**src/rtl/machine_seq_ctrl.sv**
```systemverilog
// machine_seq_ctrl: streams a latched pattern LSB-first into the serial move FSM and reports F hits and the final state
module machine_seq_ctrl #(
  parameter int LEN = 8,
  localparam int CW = $clog2(LEN + 1)
) (
  input  logic           CLK,
  input  logic           RESET,
  input  logic           start,
  input  logic           abort,
  input  logic [LEN-1:0] pattern,
  output logic           ready,
  output logic           busy,
  output logic           m_x,
  output logic           m_rst_n,
  input  logic           m_F,
  input  logic [2:0]     m_S,
  output logic           done,
  output logic           hit,
  output logic [CW-1:0]  hit_idx,
  output logic [CW-1:0]  hit_cnt,
  output logic [2:0]     final_s
);
  typedef enum logic [2:0] {S_IDLE, S_CLEAR, S_RUN, S_DRAIN, S_DONE} state_t;
  state_t         r_state, w_next;
  logic [LEN-1:0] r_shreg;
  logic [CW-1:0]  r_k;
  logic           r_hit;
  logic [CW-1:0]  r_hit_idx, r_hit_cnt;
  logic [2:0]     r_final_s;
  logic           w_acc, w_kill, w_samp, w_last;
  assign ready   = r_state == S_IDLE;
  assign busy    = r_state == S_CLEAR || r_state == S_RUN || r_state == S_DRAIN;
  assign done    = r_state == S_DONE;
  assign m_x     = r_state == S_RUN && r_shreg[0];
  assign m_rst_n = RESET && r_state != S_CLEAR;
  assign hit     = r_hit;
  assign hit_idx = r_hit_idx;
  assign hit_cnt = r_hit_cnt;
  assign final_s = r_final_s;
  assign w_acc   = ready && start && !abort;
  assign w_kill  = busy && abort;
  assign w_last  = r_k == CW'(LEN - 1);
  // F lags x by one cycle, so the edge closing RUN cycle k (or DRAIN, where k=LEN) reports bit k-1
  assign w_samp  = (r_state == S_RUN && r_k != '0) || r_state == S_DRAIN;
  always_comb begin
    w_next = r_state;
    case (r_state)
      S_IDLE:  w_next = w_acc ? S_CLEAR : S_IDLE;
      S_CLEAR: w_next = abort ? S_IDLE : S_RUN;
      S_RUN:   w_next = abort ? S_IDLE : (w_last ? S_DRAIN : S_RUN);
      S_DRAIN: w_next = abort ? S_IDLE : S_DONE;
      default: w_next = S_IDLE;
    endcase
  end
  always_ff @(posedge CLK or negedge RESET)
    if (!RESET) r_state <= S_IDLE;
    else r_state <= w_next;
  always_ff @(posedge CLK or negedge RESET)
    if (!RESET) begin
      r_shreg   <= '0;
      r_k       <= '0;
      r_hit     <= 1'b0;
      r_hit_idx <= '0;
      r_hit_cnt <= '0;
      r_final_s <= 3'b000;
    end else if (w_acc) begin
      r_shreg   <= pattern;
      r_k       <= '0;
      r_hit     <= 1'b0;
      r_hit_idx <= '0;
      r_hit_cnt <= '0;
      r_final_s <= 3'b000;
    end else if (w_kill) begin
      r_hit     <= 1'b0;
      r_hit_idx <= '0;
      r_hit_cnt <= '0;
      r_final_s <= 3'b000;
    end else begin
      if (r_state == S_RUN) begin
        r_shreg <= r_shreg >> 1;
        r_k     <= r_k + CW'(1);
      end
      if (w_samp && m_F) begin
        r_hit     <= 1'b1;
        r_hit_cnt <= r_hit_cnt + CW'(1);
        if (!r_hit) r_hit_idx <= r_k - CW'(1);
      end
      if (r_state == S_DRAIN) r_final_s <= m_S;
    end
endmodule

```
**config.mk**
```make
export PLATFORM = sky130hd
export DESIGN_NAME = machine_seq_ctrl
export DESIGN_NICKNAME = d
export VERILOG_FILES = /design/src/rtl/machine_seq_ctrl.sv
export SDC_FILE = /design/constraint.sdc
export NUM_CORES = 1
export LEC_CHECK = 0
export ABC_AREA = 1
export CORE_AREA = 8 8 68 70
export DETAILED_ROUTE_END_ITERATION = 10
export DIE_AREA = 0 0 76 78
export PLACE_DENSITY = 0.71
export REMOVE_ABC_BUFFERS = 1
export SETUP_SLACK_MARGIN = 0.3
export SLEW_MARGIN = 20
export SYNTH_ARGS = -nofsm -noshare
export SYNTH_HDL_FRONTEND = slang
export SYNTH_SLANG_ARGS = --single-unit
```
**constraint.sdc**
```tcl
create_clock -name CLK -period 1.3 [get_ports CLK]
set_input_delay 0.39 -clock CLK [delete_from_list [all_inputs] [get_ports CLK]]
set_output_delay 0.39 -clock CLK [all_outputs]
set_load 0.01 [all_outputs]
```
==> metrics.json <==
{
  "status": "complete, but fails checks",
  "violations": "negative setup slack",
  "crit-reg2reg-capture": "r_shreg[4]",
  "cp_top_family": "flip-flops",
  "clock_tree.root_cell": "sky130_fd_sc_hd__clkbuf_4",
  "crit_path_max_fanout": 4,
  "worst-path-buf-inv": 3,
  "detail_route.wl_per_cell_um": 13.3,
  "postLayoutCoreUtil": 0.687,
  "report.final.setup_viol": 31,
  "worstHoldPathType": "in -> async",
  "yosys.area.top_type": "sky130_fd_sc_hd__dfrtp_1",
  "critical-path-slowest-cell": "sky130_fd_sc_hd__dfrtp_2",
  "worstSetupPathType": "reg -> out",
  "final-hold-violation-count": 0,
  "dp_cells": 309,
  "finalWorstPathRequiredPeriod_ns": 1.72,
  "cts-htree-levels": 1,
  "initial_utilization": 0.414,
  "num_rows": 22,
  "die-width_um": 76,
  "crit_path_cell_trace": "buf_6 -> nor2_4 -> nand2_2 -> inv_2 -> buf_6",
  "critical_path.reg2reg.startpoint": "r_state[1]",
  "total_power_mw": 2.47,
  "die_y_um": 78,
  "crit_path_max_incr_delay_ns": 0.48,
  "slack_of_the_critical_path_ns": -0.419,
  "synth.top_cells.by_area": "sky130_fd_sc_hd__dfrtp_1 46%, sky130_fd_sc_hd__nand2_1 21%, sky130_fd_sc_hd__nand3_1 6.5%",
  "placed_cell_area_mm2": 0.00209,
  "clk_path_buf_depth": 2,
  "timing_worst_slew_pin_value_ns": 0.370,
  "final_min_period_over_clock_period": 1.32,
  "max_cap_viol_count": 0,
  "synth-seq-area-share": 0.460,
  "detail_route_antenna_nets": 0,
  "power-per-cell-area_mw_per_mm2": 1010,
  "design.core.area_mm2": 0.00355,
  "synthesis.yosys.warnings": 0,
  "finalWeightedCongestion": 0.770,
  "fin_skew_ns": 0.00509,
  "maxSlewViolCount": 0,
  "detail_route.iter0.violations": 84,
  "setup_repair_after_global_routing_missed_its_margin": "true",
  "clock-sinks": 27,
  "final_cells": 334,
  "synthesized_area_per_cell_um2": 7.46,
  "vias_after_detailed_routing": 1592,
  "area_growth_syn_to_layout_pct": 66.0,
  "per_cell_via_count_in_the_routed_design": 4.77,
  "grt_first_pass_wirelength_um": 6640,
  "vias_in_the_first_global_route": 1533,
  "firstDrtPassIters": 5,
  "critical_path.startpoint_type": "flop",
  "cts-buffers-inserted": 3,
  "clk-insertion-delay-late_ns": 0.34,
  "synth.distinct_cells": 22,
  "reg2reg_setup_slack_ns": -0.29,
  "post_cts_hold_buffer_count": 0,
  "timing.max_slew.rel_slack": 0.753,
  "reg2reg_depth": 11,
  "hpwlAfterDp_um": 2570,
  "lkg_pwr_nw": 1.31,
  "antennaDiodeCount": 0,
  "critPathArrivalTime_ns": 1.33,
  "num_ports": 33,
  "share_of_layout_cells_above_drive_strength_1": 0.392,
  "numPortBuffers": 32,
  "fmaxAchievable_ghz": 0.582,
  "cts.clk_slew.worst_paths_ns": 0.16,
  "detail_route.drc_violations": 0,
  "antenna_found_initial": 0,
  "path_common_cell": "sky130_fd_sc_hd__buf_6",
  "design.die.area_mm2": 0.00593,
  "syn_area_mm2": 0.00147,
  "grt_max_degree": 28,
  "grt_usage": 0.133,
  "postSynthCellCount": 197,
  "yosys_register_bits": 27,
  "routed_wirelength_um": 4450,
  "synthDominantCellAreaShare": 0.460,
  "timing.critical_path.from": "r_state[1]",
  "globalRouteOverflowTotal": 0,
  "clock_tree_from_tritoncts": "yes",
  "max-vdd-ir-drop_mv": 0.628,
  "finalInstanceArea_mm2": 0.00244,
  "critical_path.endpoint_type": "output pin",
  "data_required_time_of_the_worst_path_ns": 0.91,
  "layout.nets": 306,
  "fin_setup_tns_ns": -8.38
}
per-stage QoR:
stage,hold slack (ns),setup WS [ns]
global route,0.504,-0.452
global placement,0.464,-0.682
detailed placement,0.466,-0.676
CTS,0.458,-0.396
finish,0.495,-0.419
floorplan,0.0944,-0.111
layout by cell type, fill, tap and decap left out, types with 3 or more instances in the layout:
master and n:
sky130_fd_sc_hd__nand3_2 4, sky130_fd_sc_hd__buf_4 41, sky130_fd_sc_hd__nor2_2 4, sky130_fd_sc_hd__nand4_1 6, sky130_fd_sc_hd__nand2_4 4, sky130_fd_sc_hd__clkbuf_4 3
sky130_fd_sc_hd__inv_1 16, sky130_fd_sc_hd__buf_6 20, sky130_fd_sc_hd__dfrtp_1 25, sky130_fd_sc_hd__a21oi_1 3, sky130_fd_sc_hd__clkdlybuf4s50_1 14, sky130_fd_sc_hd__nand3_4 4
sky130_fd_sc_hd__buf_2 13, sky130_fd_sc_hd__o21ai_1 4, sky130_fd_sc_hd__nor2_1 11, sky130_fd_sc_hd__ha_1 3, sky130_fd_sc_hd__nand3_1 13, sky130_fd_sc_hd__nor2_4 4
sky130_fd_sc_hd__nand2_1 74, sky130_fd_sc_hd__nand2_2 5
worst reg2reg max path: cells and delay by family (launching register included):
family                 cells  cell delay, ns
and+or+nand+nor            7            0.54
buffers and inverters      4            0.53
DFF                        1            0.48
final cells by class:
class | instances | area (µm²)
flip-flops and latches | 27 | 678
multi-input cells | 145 | 818
clock buffers | 4 | 26.3
fillers | 273 | 1110
well taps | 48 | 60.1
inverters | 20 | 90.1
repair buffers | 90 | 767
cell families (layout without fill, tap and decap cells):
group                      Yosys count  count (layout)  share of synthesized area
adders and majority gates            3               3                     0.0255
AOI/OAI and AO/OA                    9               9                     0.0306
xor gates and xnor gates             2               2                     0.0119
and+or+nand+nor                    131             131                      0.394
buffers and inverters               25             114                     0.0783
DFF                                 27              27                      0.460
flip-flops by register name (all words and copies together), names as in the netlist:
register	count
r_shreg	8
hit_cnt	4
hit_idx	4
r_k	4
final_s	3
r_state	3
hit	1
report_power, final:
group | leakage, nW | total [mW] | switching (mW) | internal (mW)
Clock | 0.0150 | 0.395 | 0.274 | 0.121
Sequential | 0.363 | 1.07 | 0.0807 | 0.985
Combinational | 0.935 | 1.01 | 0.513 | 0.498
Total | 1.31 | 2.47 | 0.868 | 1.60
per-layer routing:
layer	wire (µm)	GRT usage
met2	2400	0.242
met4	66	0.0510
met3	161	0.0253
met1	1820	0.149
met5	0	0
synthesized netlist by cell type:
cell type / instances
sky130_fd_sc_hd__nor2_2: 3
sky130_fd_sc_hd__nand2_1: 81
sky130_fd_sc_hd__nand3_2: 1
sky130_fd_sc_hd__nand3_1: 19
sky130_fd_sc_hd__nor3_1: 1
sky130_fd_sc_hd__buf_4: 1
sky130_fd_sc_hd__nand2_2: 2
sky130_fd_sc_hd__nand2_4: 1
sky130_fd_sc_hd__xor2_1: 2
sky130_fd_sc_hd__buf_6: 2
sky130_fd_sc_hd__o21ai_1: 2
sky130_fd_sc_hd__buf_2: 2
sky130_fd_sc_hd__nand4_1: 6
sky130_fd_sc_hd__a21oi_1: 4
sky130_fd_sc_hd__inv_2: 3
sky130_fd_sc_hd__dfrtp_1: 27
sky130_fd_sc_hd__nor2_4: 1
sky130_fd_sc_hd__o21ai_0: 3
sky130_fd_sc_hd__nand3_4: 1
sky130_fd_sc_hd__ha_1: 3
sky130_fd_sc_hd__inv_1: 17
sky130_fd_sc_hd__nor2_1: 15
timing repair:
| action | in CTS | in global routing |
|---|---|---|
| buffers inserted | 16 | 4 |
| gates cloned | 1 | 0 |
| setup endpoints to repair | 44 | 44 |
| pin swaps | 9 | 11 |
| gates resized for setup | 98 | 34 |
how the worst max path moves through the flow:
stage                 endpoint  cells past startpoint
floorplan           r_shreg[0]                      7
finish                   ready                      5
CTS                    m_rst_n                      4
detailed placement     m_rst_n                      4
global placement       m_rst_n                      4
global route           m_rst_n                      4
Note: power is estimated with default switching activity, not from simulation.
